<file path="src/rtl/ay_bus_master.sv">
// ay_bus_master: TurboSound AY/YM bus initiator; turns one register request into SEL/ADDR/WR|RD phases.
// Optional feature: define AYBUS_SEL_CACHE_EN to skip SEL when the target chip is already selected.
module ay_bus_master #(
  parameter int PHASE_LEN = 2,
  parameter int GAP_LEN   = 1
) (
  input  logic       CLK,
  input  logic       RESET,
  input  logic       REQ_VALID,
  output logic       REQ_READY,
  input  logic       REQ_CHIP,
  input  logic       REQ_WR,
  input  logic [3:0] REQ_REG,
  input  logic [7:0] REQ_DATA,
  output logic       RSP_VALID,
  output logic [7:0] RSP_DATA,
  output logic       BUSY,
  output logic       BDIR,
  output logic       BC,
  output logic [7:0] DO,
  input  logic [7:0] PSG_DI
);

  localparam int MAX_LEN = (PHASE_LEN > GAP_LEN) ? PHASE_LEN : GAP_LEN;
  localparam int CNT_W   = ($clog2(MAX_LEN) > 2) ? $clog2(MAX_LEN) : 2;
  localparam logic [CNT_W-1:0] PH_LAST  = CNT_W'(PHASE_LEN - 1);
  localparam logic [CNT_W-1:0] GAP_LAST = CNT_W'((GAP_LEN > 0) ? GAP_LEN - 1 : 0);

  typedef enum logic [2:0] {
    ST_IDLE,
    ST_SEL,
    ST_ADDR,
    ST_WR,
    ST_RD,
    ST_GAP
  } state_t;

  state_t           state, state_nx, prev_ph;
  logic [CNT_W-1:0] cnt;
  logic             chip_q, wr_q, sel_cache;
  logic [3:0]       reg_q;
  logic [7:0]       data_q;
  logic             need_sel;
  logic             cur_chip;
  logic [3:0]       cur_reg;
  logic [7:0]       cur_data;
  logic             bdir_nx, bc_nx;
  logic [7:0]       do_nx;
  logic             rd_done;

  // Phase that follows a completed phase (or the phase preceding a gap).
  function automatic state_t phase_after(input state_t ph, input logic wr);
    case (ph)
      ST_SEL:  return ST_ADDR;
      ST_ADDR: return wr ? ST_WR : ST_RD;
      default: return ST_IDLE;
    endcase
  endfunction

`ifdef AYBUS_SEL_CACHE_EN
  assign need_sel = (REQ_CHIP != sel_cache);
`else
  // Select is always issued; the cache term is kept only so the tracked state stays live.
  assign need_sel = (REQ_CHIP != sel_cache) | 1'b1;
`endif

  assign REQ_READY = (state == ST_IDLE);
  assign BUSY      = (state != ST_IDLE);
  assign rd_done   = (state == ST_RD) && (cnt == PH_LAST);

  // NOTE: every variable gets a default at the top of always_comb so no path leaves it unassigned (no latch).
  always_comb begin
    state_nx = state;
    cur_chip = chip_q;
    cur_reg  = reg_q;
    cur_data = data_q;
    bdir_nx  = 1'b0;
    bc_nx    = 1'b0;
    do_nx    = 8'h00;

    // On the accept edge the latches are not loaded yet, so the first phase uses the live request.
    if (state == ST_IDLE) begin
      cur_chip = REQ_CHIP;
      cur_reg  = REQ_REG;
      cur_data = REQ_DATA;
    end

    case (state)
      ST_IDLE: if (REQ_VALID) state_nx = need_sel ? ST_SEL : ST_ADDR;
      ST_GAP:  if (cnt == GAP_LAST) state_nx = phase_after(prev_ph, wr_q);
      default: if (cnt == PH_LAST) state_nx = (GAP_LEN > 0) ? ST_GAP : phase_after(state, wr_q);
    endcase

    case (state_nx)
      ST_SEL: begin
        bdir_nx = 1'b1;
        bc_nx   = 1'b1;
        do_nx   = {7'h7F, cur_chip};
      end
      ST_ADDR: begin
        bdir_nx = 1'b1;
        bc_nx   = 1'b1;
        do_nx   = {4'h0, cur_reg};
      end
      ST_WR: begin
        bdir_nx = 1'b1;
        do_nx   = cur_data;
      end
      ST_RD:   bc_nx = 1'b1;
      ST_GAP:  do_nx = DO;
      default: ;
    endcase
  end

  // Bus pins are registered from the next state so they are glitch-free and change on phase boundaries.
  // NOTE: sequential state uses non-blocking assignments so all registers update from pre-edge values.
  always_ff @(posedge CLK) begin
    if (RESET) begin
      state     <= ST_IDLE;
      prev_ph   <= ST_IDLE;
      cnt       <= '0;
      chip_q    <= 1'b0;
      wr_q      <= 1'b0;
      reg_q     <= 4'h0;
      data_q    <= 8'h00;
      sel_cache <= 1'b1;
      BDIR      <= 1'b0;
      BC        <= 1'b0;
      DO        <= 8'h00;
      RSP_VALID <= 1'b0;
      RSP_DATA  <= 8'h00;
    end else begin
      state <= state_nx;
      cnt   <= (state_nx != state) ? '0 : cnt + CNT_W'(1);

      if (state == ST_IDLE && REQ_VALID) begin
        chip_q <= REQ_CHIP;
        wr_q   <= REQ_WR;
        reg_q  <= REQ_REG;
        data_q <= REQ_DATA;
      end

      if (state != ST_GAP && state_nx == ST_GAP) prev_ph <= state;
      if (state == ST_SEL && state_nx != ST_SEL) sel_cache <= chip_q;

      RSP_VALID <= rd_done;
      if (rd_done) RSP_DATA <= PSG_DI;

      BDIR <= bdir_nx;
      BC   <= bc_nx;
      DO   <= do_nx;
    end
  end

endmodule

</file>
<file path="config.mk">
export PLATFORM = sky130hd
export DESIGN_NAME = ay_bus_master
export DESIGN_NICKNAME = d
export VERILOG_FILES = /design/src/rtl/ay_bus_master.sv
export SDC_FILE = /design/constraint.sdc
export NUM_CORES = 1
export LEC_CHECK = 0
export BUFFER_PORTS_ARGS = -buffer_cell sky130_fd_sc_hd__buf_2
export CAP_MARGIN = 20
export CORE_AREA = 4 4 79 81
export DETAILED_ROUTE_END_ITERATION = 7
export DIE_AREA = 0 0 83 85
export GPL_ROUTABILITY_DRIVEN = 0
export SYNTH_ARGS = -nofsm -noshare
export SYNTH_HDL_FRONTEND = slang
export SYNTH_SLANG_ARGS = --single-unit
</file>
<file path="constraint.sdc">
create_clock -name CLK -period 2.8 [get_ports CLK]
set_input_delay 0.42 -clock CLK [delete_from_list [all_inputs] [get_ports CLK]]
set_output_delay 0.42 -clock CLK [all_outputs]
set_load 0.05 [all_outputs]
</file>
# Word-level counts from Yosys, hierarchy flattened
# Cells that the tools add are included.
[classes] reduce_logical=9 add_sub_neg=1 eq_ne=12 n_mux=12
[ops] operator="8-bit one-hot mux with 4 select lines" n=1
[ops] operator="3-bit == test (second input constant)" n=4
[ops] operator="3-bit 2-to-1 mux" n=4
[ops] operator="3-bit one-hot mux with 2 select lines" n=2
[ops] operator="3-bit by 2-bit == test with 1-bit output (second input constant)" n=3
[ops] operator="8-bit 2-to-1 mux" n=1
[ops] operator="3-bit by 1-bit == test with 1-bit output (second input constant)" n=2
[ops] operator="3-bit OR reduction" n=2
[ops] operator="4-bit 2-to-1 mux" n=1
[ops] operator="1-bit logical AND" n=3
[ops] operator="3-bit logical NOT" n=1
[ops] operator="1-bit 2-to-1 mux" n=3
[ops] operator="3-bit inequality test" n=1
[ops] operator="3-bit inequality test (second input constant)" n=1
[ops] operator="3-bit nonzero test" n=1
[ops] operator="2-bit by 1-bit adder with 2-bit output (second input constant)" n=1
[ops] operator="2-bit by 1-bit == test with 1-bit output (second input constant)" n=1
[ops] operator="2-bit logical NOT" n=1
[ops] operator="2-bit OR reduction" n=1
[totals] input_bits=25 output_inout_bits=21 register_bits=41 wordCells=46

# Logic depth before layout (Yosys ltp)
# Gate-level depths: netlist (run 1).
[logic_depth] depth_word=7 depth_mapped=8

# Least setup slack after synthesis (run 1)
# No wires, ideal clock.
[synth_path] kind="flip-flop to output port" start="register state[1]" end="output port BUSY" required_ns=2.380 arrival_time_ns=1.223 path_stages_with_launch=5 path_slack_ns=1.157 cell_sequence="dfxtp_1 > buf_6 > nor3_4 > buf_6 > inv_1"
[synth_between] elab_chain_len=1
[synth_lines] item="start: declaration" line_no="38" rtl="state_t state, state_nx, prev_ph;"
[synth_lines] item="start signal: assignment" line_no="133" rtl="state <= state_nx;"
[synth_lines] item="3-bit nonzero test" line_no="68" rtl="assign BUSY = (state != ST_IDLE);"
[synth_lines] item="end: declaration" line_no="17" rtl="output logic BUSY,"
# No other way between the ends.

# Worst setup path in the final report (run 1)
[layout_path] start="register state[1]" end="output port REQ_READY"
[layout_between] elab_chain_len=1
[layout_lines] item="3-bit logical NOT" line_no="67" rtl="assign REQ_READY = (state == ST_IDLE);"
[layout_lines] item="end: declaration" line_no="10" rtl="output logic REQ_READY,"
# No other way between the ends.

==> metrics.yaml, run 1 <==
first_global_vias: 1652
synth_warnings: 0
worst_pin_slew_ns: 0.658
finalSetupTns_ns: 0
skew_ns: 0.00587
synth_top_family_by_area: "compound AO/OA/AOI/OAI gates"
cts_tree: "built"
fill_cells: 584
die_w_um: 83
multiInputGateArea_um2: 993
cts.path.max_buffers: 2
yosys-top-cells-count: "nand2_1, dfxtp_1, a21oi_1"
clk_latency_ns: 0.29
cp-end-kind: "primary output"
post_cts_buffers: 0
synth-compound-area-share: 0.216
cap_violations: 0
synth-async-reset-ratio: 0
placed_area_mm2: 0.00219
syn_inst: 226
io_pins: 46
synth.area.mux_share: 0.0851
fin_crit_sh: 0.834
avgSynthCellArea_um2: 8.59
first_pass_iters: 4
grt-ovfl-total: 0
vias_per_cell: 4.86
seq_area_um2: 821
routed_wl_um: 4330
syn-cell-area_mm2: 0.00194
synth_fa_ha_area_frac: 0.0129
synth_most_common_cell: "nand2_1"
drt-initial-drc-count: 83
start_kind: "flip-flop"
core_area_mm2: 0.00547
crit_fanout: 16
hp-class: "primary input to flip-flop"
rows: 27
rsz0062_at_grt: "false"
nNetsFinal: 292
cts_hold_buf: 0
outcome: "finished clean"
synth_seq_area_share: 0.423
yosys-top-cells-area: "dfxtp_1, nand2_1, a21oi_1"
setup_ws_ns: 0.466
hold_violations: 0
cts_max_level: 2
wl_per_cell_um: 12.8
antenna_found_initial: 0
die_y_um: 85
cts-root-buf: "clkbuf_8"
cts.sinks: 41
dp_slack_ns: 0.793
peakVddDrop_mv: 0.327
fin_area_mm2: 0.00227
path_class: "flip-flop to primary output"
finalSetupViolCount: 0
layout-drive-gt1-share: 0.274
required_ns: 2.38
synthXorXnorAreaFrac: 0.00902
cts_inserted_buffers: 5
syn-num-nets: 253
fmax_ghz: 0.428
drv_slew: 0
slew_headroom: 0.561
die_area_mm2: 0.00706
io_buffers: 45
power_density_mw_per_mm2: 603
cts_resized: 0
ant_nets: 0
cp.arrival_ns: 1.91
gr-usage-all-layers: 0.128
fin_util: 0.414
synth-edff-count: 0
post-dp-hpwl_um: 3120
p_leak_nw: 0.959
num_vias: 1644
grt_max_degree: 25
drc: 0
yosys.area.top_type: "dfxtp_1"
synthSimpleGateAreaFrac: 0.189
synth_top_area_frac: 0.423
clkTransAtPathRegs_ns: 0.08
fin_crit_ns: 2.33
ys_ff_latch: 41
grt_first_pass_wirelength_um: 7600
antenna_cells: 0
syn2layout_area_growth_pct: 16.7
synth_cell_types: 41
start_util: 0.355
synth_ff_type: "dfxtp_1"
holdWs_ns: 0.368
[cells by family after synthesis]
kind of cell | count (synthesis)
muxes | 15
xor gates and xnor gates | 2
AOI/OAI and AO/OA | 67
and+or+nand+nor | 75
buffers and inverters | 24
DFF | 41
adders and majority gates | 2
[path summary, 6_finish.rpt]
kind,cells past startpoint,endpoint,start,slack [ns]
worst max-delay path,3,REQ_READY,state[1]$_SDFF_PP0_,0.47
worst min-delay path,3,RSP_DATA[6]$_SDFFE_PP0P_,PSG_DI[6],0.37
worst max register to register,4,data_q[0]$_SDFFE_PP0P_,state[1]$_SDFF_PP0_,0.79
worst min register to register,2,RSP_DATA[0]$_SDFFE_PP0P_,RSP_DATA[0]$_SDFFE_PP0P_,0.45
[sequential cells by signal, summed over array words and instances (netlist names)]
signal     flops
BC             1
BDIR           1
DO             8
RSP_DATA       8
RSP_VALID      1
chip_q         1
cnt            2
data_q         8
prev_ph        3
reg_q          4
state          3
wr_q           1
[cells in the final DEF, fill, tap and decap left out, drive strengths merged, types with 2 or more instances in the layout]
| cell type | Yosys | layout |
|---|---|---|
| mux2i | 3 | 3 |
| mux2 | 12 | 12 |
| buf | 13 | 49 |
| o21ai | 8 | 8 |
| o211ai | 7 | 7 |
| a221oi | 3 | 3 |
| clkbuf | 4 | 8 |
| nor3 | 3 | 3 |
| o22ai | 3 | 3 |
| nand2b | 3 | 3 |
| o21a | 2 | 2 |
| xnor2 | 2 | 2 |
| nand2 | 52 | 52 |
| inv | 7 | 7 |
| nor3b | 2 | 2 |
| dfxtp | 41 | 41 |
| ha | 2 | 2 |
| nor2 | 5 | 5 |
| and2 | 4 | 4 |
| a21oi | 34 | 34 |
[stage by stage]
step | std cells | power [mW]
final | 338 | 1.37
after floorplan | 226 | 0.939
after detailed placement | 330 | 1.01
after global placement | 330 | 1.01
after CTS | 338 | 1.39
after global routing | 338 | 1.44
[critical path, cell delays in order (launching register included)]
cell     delay [ns]
dfxtp_1        0.49
nor3_4         0.59
buf_4          0.26
buf_2          0.27
[report_power, final]
group	total (mW)	switching [mW]	internal, mW	leakage [nW]
clock	0.367	0.190	0.177	0.0395
sequential	0.660	0.0336	0.627	0.336
combinational	0.339	0.213	0.126	0.584
total	1.37	0.436	0.930	0.959
[routing by layer]
layer  share of wire  track usage
met2            0.43        0.208
met1            0.50        0.167
met5               0            0
met4          0.0069       0.0312
met3           0.060       0.0417
[cell type report]
type,instances,area share
Multi-Input combinational cell,161,0.438
Sequential cell,41,0.362
Timing Repair Buffer,49,0.113
Tap cell,72,0.0398
Clock buffer,8,0.0353
Inverter,7,0.0116
Note: power is estimated with default switching activity, not from simulation.
==> inputs of run 2 (changes only) <==
Clock period 2.8 ns to 2.25 ns, I/O delays scaled along.
==> run 2 against run 1 <==
Compared with the run above:
- sequential share of layout area down 0.45 points
- first-iteration DRC count down 23%
- wire length up 1.0%
- cell count up 0.59%
- largest power group unchanged
- clock skew down 0.0017 ns
- via count up 1.6%
- die area unchanged
- power up 26%
- clock-buffer cell count down 1
- critical path depth unchanged
- largest cell class unchanged
- combinational power up 26%
==> metrics.yaml, run 2 (synthesis results as in run 1) <==
num_vias: 1671  # +1.6%
drc: 0  # unchanged
nNetsFinal: 295  # +1.0%
top_regs: "DO x8, RSP_DATA x8, data_q x8"
slew_headroom: 0.587  # +0.0261
fmax_ghz: 0.473
grt-ovfl-total: 0  # unchanged
power_mw: 1.72  # +26%
drt-initial-drc-count: 64  # -23%
fin_crit_sh: 0.939
outcome: "finished clean"
first_pass_iters: 4  # unchanged
cap_violations: 0  # unchanged
cts_resized: 0  # unchanged
fin_crit_ns: 2.11
vias_per_cell: 4.91  # +1.0%
ant_nets: 0  # unchanged
worst_pin_slew_ns: 0.619  # -0.0390 ns
hold_end: "RSP_DATA[3]$_SDFFE_PP0P_"
grt_util_met2: 0.200  # -0.00729
skew_ns: 0.00415  # -0.00172 ns
io_pins: 46  # unchanged
antenna_cells: 0  # unchanged
die_w_um: 83  # unchanged
cp_top_family: "simple AND/OR/NAND/NOR gates"
grt_max_degree: 24  # -4.0%
cts_max_level: 2  # unchanged
peakVddDrop_mv: 0.535  # +64%
hp-class: "primary input to flip-flop"
cts_hold_buf: 0  # unchanged
met3_usage: 0.0417  # unchanged
timing.rr.end: "DO[0]$_SDFFE_PP0P_"
reg2regPathDepth: 5  # +1
required_ns: 1.91  # -0.47 ns
met1_usage: 0.170  # +0.00392
r2r-start: "state[2]$_SDFF_PP0_"
crit_chain: "nor3_4, buf_4, buf_2"
holdPathStages: 3  # unchanged
rsz0062_at_grt: "false"
cts.sinks: 41  # unchanged
critical_path.max_stage_delay_ns: 0.52  # -0.07 ns
finalSetupViolCount: 0  # unchanged
crit_buf_inv: 2  # unchanged
cts-root-buf: "clkbuf_8"
wl_per_cell_um: 12.9  # +0.42%
cts.path.max_buffers: 2  # unchanged
fill_cells: 566  # -3.1%
p_leak_nw: 0.977  # +1.9%
clk_latency_ns: 0.28  # about the same
drv_slew: 0  # unchanged
first_global_vias: 1630  # -1.3%
crit_fanout: 12  # -4
rrSetupSlack_ns: 0.42  # -0.37 ns
antenna_found_initial: 0  # unchanged
syn2layout_area_growth_pct: 18.2
cp.arrival_ns: 1.78  # -0.13 ns
routed_wl_um: 4380  # +1.0%
grt.busiest_layer: "met2"
die_area_mm2: 0.00706  # unchanged
post_cts_buffers: 0  # unchanged
start_kind: "flip-flop"
hp-start: "PSG_DI[3]"
clkTransAtPathRegs_ns: 0.07  # about the same
hold_violations: 0  # unchanged
gr-usage-all-layers: 0.129  # +0.000604
grt_first_pass_wirelength_um: 7620  # +0.37%
post-dp-hpwl_um: 3260  # +4.4%
start_util: 0.355  # unchanged
rows: 27  # unchanged
layout_common_cells: "nand2_1, buf_2, dfxtp_1"
cts_inserted_buffers: 5  # unchanged
cp_slowest_cell: "nor3_4"
final_common_cell: "nand2_1"
io_buffers: 45  # unchanged
layout-drive-gt1-share: 0.287  # +0.0129
power_density_mw_per_mm2: 750  # +24%
cts_tree: "built"
finalSetupTns_ns: 0  # unchanged
die_y_um: 85  # unchanged
path_class: "flip-flop to primary output"
cp-end-kind: "primary output"
core_area_mm2: 0.00547  # unchanged
-- run 2: cell types whose count changed in the layout (fill, tap and decap cells not counted) --
cell / change
clkbuf_8: +1
clkbuf_1: -2
buf_4: +3
-- run 2: metal layers --
metal	vias up	wire [µm]
met4	0	31
li1	865	-
met5	-	0
met3	4	368
met2	56	1880
met1	746	2100
-- run 2: area by class of cell --
| cell class | count | area, µm² | area share |
|---|---|---|---|
| well taps | 72 | 90.1 | 0.0393 |
| repair buffers | 52 | 278 | 0.121 |
| flip-flops and latches | 41 | 821 | 0.358 |
| inverters | 7 | 26.3 | 0.0115 |
| clock buffers | 7 | 86.3 | 0.0376 |
| multi-input cells | 161 | 993 | 0.433 |
-- run 2: power breakdown --
group / leakage (nW) / switching (mW) / internal (mW)
combinational: 0.597 / 0.264 / 0.163
clock: 0.0443 / 0.227 / 0.243
sequential: 0.336 / 0.0427 / 0.780
total: 0.977 / 0.534 / 1.19
-- run 2: stage by stage --
step | hold WS, ns | util | worst slack [ns] | instances | instance area (µm²)
after floorplan | 0.434 | - | 0.653 | 226 | 1940
after global routing | 0.289 | 0.419 | 0.0235 | 340 | 2290
final | 0.292 | 0.419 | 0.136 | 340 | 2290
after global placement | 0.440 | 0.404 | 0.406 | 333 | 2210
after detailed placement | 0.445 | 0.404 | 0.396 | 333 | 2210
after CTS | 0.283 | 0.419 | 0.104 | 340 | 2290
-- run 2: worst max-delay path by stage --
stage / from / endpoint / slack, ns / cells past startpoint
2_1_floorplan: cnt[1]$_SDFF_PP0_ / DO[0]$_SDFFE_PP0P_ / 0.65 / 7
3_3_place_gp: state[2]$_SDFF_PP0_ / DO[3]$_SDFFE_PP0P_ / 0.41 / 5
3_5_place_dp: state[0]$_SDFF_PP0_ / data_q[6]$_SDFFE_PP0P_ / 0.40 / 4
4_1_cts: state[0]$_SDFF_PP0_ / REQ_READY / 0.10 / 3
5_1_grt: state[0]$_SDFF_PP0_ / REQ_READY / 0.02 / 3
6_report: state[0]$_SDFF_PP0_ / REQ_READY / 0.14 / 3
-- run 2: worst min-delay path: stages --
cell and delay (ns):
buf_2 0.10, nand2_1 0.05, a21oi_1 0.05
